**src/rtl/queue_arb_pkg.sv**
```systemverilog
// Shared definitions for the queue push arbiter.
//
// Contents:
//   - arb_state_t  : one-bit FSM state type.
//   - StArb        : free round-robin arbitration (reset state).
//   - StLocked     : one producer owns the push port for a burst.
//   - STALL_CNT_WIDTH : width of the saturating stall counter.
//   - stall_cnt_max   : helper returning the counter's saturation value.

package queue_arb_pkg;

    typedef logic arb_state_t;

    localparam arb_state_t StArb    = 1'b0;
    localparam arb_state_t StLocked = 1'b1;

    localparam int unsigned STALL_CNT_WIDTH = 16;

    function automatic logic [STALL_CNT_WIDTH-1:0] stall_cnt_max();
        return {STALL_CNT_WIDTH{1'b1}};
    endfunction

endpackage

```
**src/rtl/rr_priority_pick.sv**
```systemverilog
// Rotate-priority picker.
//
// Scans the request vector upward starting at start_i, wrapping cyclically, and
// returns the first requester found. Purely combinational.
//
// Ports:
//   req_i    in   NUM_REQ    request vector
//   start_i  in   SRC_WIDTH  index with highest priority this cycle
//   grant_o  out  NUM_REQ    one-hot winner, zero when no request
//   idx_o    out  SRC_WIDTH  index of the winner, zero when no request
//   valid_o  out  1          at least one request present

module rr_priority_pick #(
    parameter int unsigned NUM_REQ   = 4,
    parameter int unsigned SRC_WIDTH = $clog2(NUM_REQ)
) (
    input  logic [NUM_REQ-1:0]   req_i,
    input  logic [SRC_WIDTH-1:0] start_i,
    output logic [NUM_REQ-1:0]   grant_o,
    output logic [SRC_WIDTH-1:0] idx_o,
    output logic                 valid_o
);

    logic [SRC_WIDTH-1:0] cand;
    logic                 found;

    // NUM_REQ is a power of two, so SRC_WIDTH-bit addition wraps exactly at
    // NUM_REQ and no explicit modulo is needed.
    always_comb begin
        grant_o = '0;
        idx_o   = '0;
        found   = 1'b0;
        cand    = '0;
        for (int unsigned k = 0; k < NUM_REQ; k++) begin
            cand = start_i + SRC_WIDTH'(k);
            if (!found && req_i[cand]) begin
                grant_o[cand] = 1'b1;
                idx_o         = cand;
                found         = 1'b1;
            end
        end
        valid_o = found;
    end

endmodule

```
**src/rtl/queue_push_arbiter.sv**
```systemverilog
// Round-robin push arbiter in front of a shared circular FIFO.
//
// Grants at most one producer per cycle, registers the winner's data in a
// one-entry valid/stall stage and drives the queue push port from it. A
// producer that asserts its lock bit when granted keeps the port for a burst.
//
// Ports:
//   clk           in   1                   clock, rising edge
//   reset         in   1                   synchronous, active-high
//   req_IN        in   NUM_REQ             per-producer push request (level)
//   lock_IN       in   NUM_REQ             per-producer burst lock, sampled at grant
//   reqData_IN    in   NUM_REQ*DATA_WIDTH  producer i data at [i*DATA_WIDTH +: DATA_WIDTH]
//   grant_OUT     out  NUM_REQ             one-hot or zero, transfer at this edge
//   qFull_IN      in   1                   queue full flag
//   flush_IN      in   1                   pipeline flush, also flushes the queue
//   pushReq_OUT   out  1                   registered push request to the queue
//   pushData_OUT  out  DATA_WIDTH          registered push data to the queue
//   pushSrc_OUT   out  SRC_WIDTH           producer index of the staged entry
//   locked_OUT    out  1                   FSM is in the locked state
//   stallCnt_OUT  out  16                  saturating count of stalled push cycles

module queue_push_arbiter
    import queue_arb_pkg::*;
#(
    parameter int unsigned DATA_WIDTH = 32,
    parameter int unsigned NUM_REQ    = 4,
    parameter int unsigned SRC_WIDTH  = $clog2(NUM_REQ)
) (
    input  logic                          clk,
    input  logic                          reset,
    input  logic [NUM_REQ-1:0]            req_IN,
    input  logic [NUM_REQ-1:0]            lock_IN,
    input  logic [NUM_REQ*DATA_WIDTH-1:0] reqData_IN,
    output logic [NUM_REQ-1:0]            grant_OUT,
    input  logic                          qFull_IN,
    input  logic                          flush_IN,
    output logic                          pushReq_OUT,
    output logic [DATA_WIDTH-1:0]         pushData_OUT,
    output logic [SRC_WIDTH-1:0]          pushSrc_OUT,
    output logic                          locked_OUT,
    output logic [STALL_CNT_WIDTH-1:0]    stallCnt_OUT
);

    // State
    arb_state_t                 state_q, state_d;
    logic [SRC_WIDTH-1:0]       owner_q, owner_d;
    logic [SRC_WIDTH-1:0]       rr_ptr_q, rr_ptr_d;
    logic                       out_valid_q, out_valid_d;
    logic [DATA_WIDTH-1:0]      out_data_q, out_data_d;
    logic [SRC_WIDTH-1:0]       out_src_q, out_src_d;
    logic [STALL_CNT_WIDTH-1:0] stall_cnt_q, stall_cnt_d;

    // Combinational helpers
    logic                  accept;
    logic                  can_load;
    logic                  grant_en;
    logic                  hold_lock;
    logic                  stalled;
    logic [NUM_REQ-1:0]    owner_oh;
    logic [NUM_REQ-1:0]    pick_grant;
    logic [SRC_WIDTH-1:0]  pick_idx;
    logic                  pick_valid;
    logic                  gnt_any;
    logic [SRC_WIDTH-1:0]  gnt_idx;
    logic [DATA_WIDTH-1:0] gnt_data;

    rr_priority_pick #(
        .NUM_REQ   (NUM_REQ),
        .SRC_WIDTH (SRC_WIDTH)
    ) u_pick (
        .req_i   (req_IN),
        .start_i (rr_ptr_q),
        .grant_o (pick_grant),
        .idx_o   (pick_idx),
        .valid_o (pick_valid)
    );

    always_comb begin
        accept   = out_valid_q & ~qFull_IN;
        can_load = ~out_valid_q | accept;
        grant_en = ~reset & ~flush_IN & can_load;
        stalled  = out_valid_q & qFull_IN;
        owner_oh = NUM_REQ'(1) << owner_q;
        // The lock survives only while the owner keeps both request and lock
        // high; otherwise this cycle is already arbitrated with ARB rules.
        hold_lock = (state_q == StLocked) & req_IN[owner_q] & lock_IN[owner_q];
    end

    // Grant selection. No path from reqData_IN.
    always_comb begin
        grant_OUT = '0;
        gnt_any   = 1'b0;
        gnt_idx   = '0;
        if (hold_lock) begin
            if (grant_en) begin
                grant_OUT = owner_oh;
                gnt_any   = 1'b1;
                gnt_idx   = owner_q;
            end
        end else if (grant_en && pick_valid) begin
            grant_OUT = pick_grant;
            gnt_any   = 1'b1;
            gnt_idx   = pick_idx;
        end
    end

    // AND-OR mux of the granted producer's data; grant_OUT is one-hot or zero.
    always_comb begin
        gnt_data = '0;
        for (int unsigned i = 0; i < NUM_REQ; i++) begin
            if (grant_OUT[i]) begin
                gnt_data = gnt_data | reqData_IN[i*DATA_WIDTH +: DATA_WIDTH];
            end
        end
    end

    // FSM and round-robin pointer.
    always_comb begin
        state_d  = state_q;
        owner_d  = owner_q;
        rr_ptr_d = rr_ptr_q;
        if (flush_IN) begin
            state_d = StArb;
        end else if (hold_lock) begin
            state_d = StLocked;
        end else begin
            state_d = StArb;
            if (gnt_any) begin
                rr_ptr_d = gnt_idx + SRC_WIDTH'(1);
                if (lock_IN[gnt_idx]) begin
                    state_d = StLocked;
                    owner_d = gnt_idx;
                end
            end
        end
    end

    // Output stage: a new grant and an accept may coincide (back-to-back push).
    always_comb begin
        out_valid_d = out_valid_q;
        out_data_d  = out_data_q;
        out_src_d   = out_src_q;
        if (flush_IN) begin
            out_valid_d = 1'b0;
        end else if (gnt_any) begin
            out_valid_d = 1'b1;
            out_data_d  = gnt_data;
            out_src_d   = gnt_idx;
        end else if (accept) begin
            out_valid_d = 1'b0;
        end
    end

    // Stall counter saturates and is held across a flush.
    always_comb begin
        stall_cnt_d = stall_cnt_q;
        if (stalled && !flush_IN && (stall_cnt_q != stall_cnt_max())) begin
            stall_cnt_d = stall_cnt_q + STALL_CNT_WIDTH'(1);
        end
    end

    always_ff @(posedge clk) begin
        if (reset) begin
            state_q     <= StArb;
            owner_q     <= '0;
            rr_ptr_q    <= '0;
            out_valid_q <= 1'b0;
            out_data_q  <= '0;
            out_src_q   <= '0;
            stall_cnt_q <= '0;
        end else begin
            state_q     <= state_d;
            owner_q     <= owner_d;
            rr_ptr_q    <= rr_ptr_d;
            out_valid_q <= out_valid_d;
            out_data_q  <= out_data_d;
            out_src_q   <= out_src_d;
            stall_cnt_q <= stall_cnt_d;
        end
    end

    always_comb begin
        pushReq_OUT  = out_valid_q;
        pushData_OUT = out_data_q;
        pushSrc_OUT  = out_src_q;
        locked_OUT   = (state_q == StLocked);
        stallCnt_OUT = stall_cnt_q;
    end

endmodule

```
**config.mk**
```make
export PLATFORM = sky130hd
export DESIGN_NAME = queue_push_arbiter
export DESIGN_NICKNAME = d
export VERILOG_FILES = /design/src/rtl/queue_arb_pkg.sv /design/src/rtl/rr_priority_pick.sv /design/src/rtl/queue_push_arbiter.sv
export SDC_FILE = /design/constraint.sdc
export NUM_CORES = 1
export LEC_CHECK = 0
export ABC_AREA = 1
export CORE_ASPECT_RATIO = 1.4
export CORE_MARGIN = 1.5
export CORE_UTILIZATION = 40
export CTS_CLUSTER_DIAMETER = 100
export CTS_CLUSTER_SIZE = 14
export DETAILED_ROUTE_END_ITERATION = 8
export GPL_ROUTABILITY_DRIVEN = 0
export GPL_TIMING_DRIVEN = 0
export MAX_ROUTING_LAYER = met4
export PLACE_DENSITY = 0.81
export SLEW_MARGIN = 20
export SYNTH_ARGS = -nofsm -noshare
export SYNTH_HDL_FRONTEND = slang
export SYNTH_SLANG_ARGS = --single-unit
```
**constraint.sdc**
```tcl
create_clock -name clk -period 3.07 [get_ports clk]
set_clock_uncertainty 0.1 [all_clocks]
set_input_delay 0.4605 -clock clk [delete_from_list [all_inputs] [get_ports clk]]
set_output_delay 0.4605 -clock clk [all_outputs]
set_load 0.01 [all_outputs]
```
==> impl_metrics.yaml <==
outcome:
  outcome: "completed"
layout:
  area_growth_pct: 63.5
  drive_above_1_share: 0.0878
  final_cells: 927
  final_util: 0.673
  final_area_mm2: 0.00608
  antenna_cells: 0
  nets: 967
critical_path:
  crit_chain: "clkdlybuf4s50_1 > nand2_1 > nand3_2 > nand2_4 > buf_12 > nor2_4 > nand2_1 > nand2_1 > a21oi_1 > o21ai_1 > nand2_1 > o21ai_4 > buf_6 > clkbuf_2"
  end_kind: "primary output"
  crit_path_start_kind: "primary input"
  crit_slowest_cell: "clkdlybuf4s50_1"
  critPathRequiredTime_ps: 2510
  worstPathMaxFanout: 5
  path_buf_inv: 4
  cp_top_family: "buffers and inverters"
  cp.arrival_ps: 2360
  crit_top_cell: "nand2_1"
  slowest_delay_ps: 550
  crit_type: "primary input to primary output"
detailed_routing:
  vias_per_cell: 5.15
  drt-pass1-iter-count: 7
  postRouteAntennaNets: 0
  num_vias: 4774
  drc: 0
  routedWlPerCell_um: 15.9
  drt-initial-drc-count: 347
  drt-total-wl_mm: 14.8
synth:
  ys_seq_elements: 56
  muxShareOfSynthArea: 0
  synth_top_family_by_area: "simple AND/OR/NAND/NOR gates"
  yosys.area_share.simple: 0.464
  yosysWarnings: 0
  synth_compound_area_frac: 0.108
  ys.flop_type: "dfxtp_1"
  async_flop_share: 0
  synthCells: 609
  synth_fp_nets: 757
  synthAdderAreaFrac: 0.0269
  synth-xor-area-share: 0.00471
  ys_seq_area_frac: 0.302
  syn_area_per_cell_um2: 6.10
  ys_types: 38
  synth_edf_count: 0
  synth_area_mm2: 0.00372
clock_network:
  clockBufferDepth: 2
  clk_pin_slew_ps: 70
  clkSinkCount: 56
  cts_tree: "done"
  h-tree-depth: 2
  clkLatencyLatePin_ps: 300
  cts_buffers: 5
  cts_root_buf: "clkbuf_16"
floorplan:
  die-area_mm2: 0.00989
  start_util: 0.412
  top_level_ports: 196
  rows: 41
  die_y_um: 117
  die_x_um: 84.5
  coreArea_mm2: 0.00903
min_path:
  hp-class: "flop to flop"
power_and_ir_drop:
  ir_drop_uv: 238
  powerDensity_mw_per_mm2: 361
  leakage_nw: 2.50
  power_mw: 2.20
global_routing:
  grt_pass1_vias: 4508
  antenna_found_initial: 0
  overflow: 0
  grt_pass1_wl_mm: 22.7
  grt_max_degree: 19
  grt_usage: 0.302
placement:
  numPortBuffers: 194
  dp_cells: 910
  pre_cts_ws_ps: -383
  place_hpwl_mm: 11.7
  placed_cell_area_mm2: 0.00579
timing:
  layout_min_cycle_time_ps: 2920
  layout_worst_path_cycle_share: 0.952
  max_freq_mhz: 342
  finalHoldViolCount: 0
  rsz0062_at_grt: "no"
  finalMaxSlewViolations: 0
  relSlewSlack: 0.636
  worst_pin_slew_ps: 543
  setup_viol: 0
  postLayoutSetupSlackWorst_ps: 147
job:
  maxCapViolCount: 0
-- registers in the layout, indices dropped and copies added (netlist names) --
register and flops:
rr_ptr_q 2, owner_q 2, pushReq_OUT 1, stallCnt_OUT 16, pushData_OUT 32, locked_OUT 1
pushSrc_OUT 2
-- cells in the mapped netlist, drive strengths merged, types with 8 or more instances --
cell type  number  share of area
buf            17          0.038
clkbuf         10          0.010
nand2         231           0.24
dfxtp          56           0.30
o21ai          47          0.067
nor2           85          0.091
nand4           8          0.018
nor3           10          0.013
inv            44          0.046
nand3          65          0.093
a21oi          14          0.019
ha              8          0.027
-- cell usage in the layout (no fill, tap or decap), drive strengths merged, types with 2 or more instances in the layout --
cell and count:
a21oi 14, clkbuf 18, nor2 85, nand4 8, clkinv 2, nor3b 2, nand3 65, o21ai 47
a22oi 2, nor3 10, nand2 231, clkdlybuf4s50 188, ha 8, dfxtp 56, xnor2 2, inv 45
dlymetal6s2s 2, buf 26
-- path summary, 6_finish.rpt --
| kind | startpoint | endpoint | slack (ps) | cells past startpoint |
|---|---|---|---|---|
| min reg2reg | stallCnt_OUT[4] | stallCnt_OUT[4] | 370 | 2 |
| min | stallCnt_OUT[4] | stallCnt_OUT[4] | 370 | 2 |
| max reg2reg | rr_ptr_q[1] | pushData_OUT[14] | 440 | 19 |
| max | req_IN[0] | grant_OUT[3] | 150 | 14 |
-- power by group --
part	switching (mW)	internal (mW)	leakage, nW
Combinational	0.400	0.406	1.97
Sequential	0.0370	0.772	0.459
Clock	0.275	0.306	0.0742
-- through the flow --
stage | hold WS (ps) | setup TNS, ps
final | 365 | 0
after global routing | 415 | 0
after floorplan | 376 | 0
after detailed placement | 359 | -1340
after global placement | 350 | -1130
after CTS | 370 | 0
-- tightest hold or removal path, stage by stage, from the launching register on --
cell and delay [ps]:
dfxtp_1 320, inv_1 50, a21oi_1 50
-- final cells by class --
type                       instances  area (um^2)
sequential                        56         1130
buffer                            26          176
tap                              107          134
clock buffer                       5          125
fill                             801         2950
clock inverter                     3         22.5
multi-input combinational        482         2290
inverter                          44          175
timing repair buffer             204         2020
-- kinds of logic (layout without fill, tap and decap cells) --
logic type               after synthesis  count (layout)
AO/OA/AOI/OAI                         70              70
XOR/XNOR                               2               2
adder cells (fa/ha/maj)                8               8
buffers and inverters                 71             282
flip-flops                            56              56
AND/OR/NAND/NOR                      402             402
-- repair_timing --
action | in CTS | in global routing
pin swaps | 1 | 6
endpoints found under the setup margin | 4 | 4
setup buffers | 5 | 5
resized for setup | 16 | 13
hold buffers | 0 | 0
-- layer usage --
layer | track usage | wire length, um
met1 | 0.357 | 5750
met2 | 0.525 | 7190
met3 | 0.0575 | 1390
met4 | 0.0914 | 425
met5 | - | 0
Power figures use the tool's default switching activity.
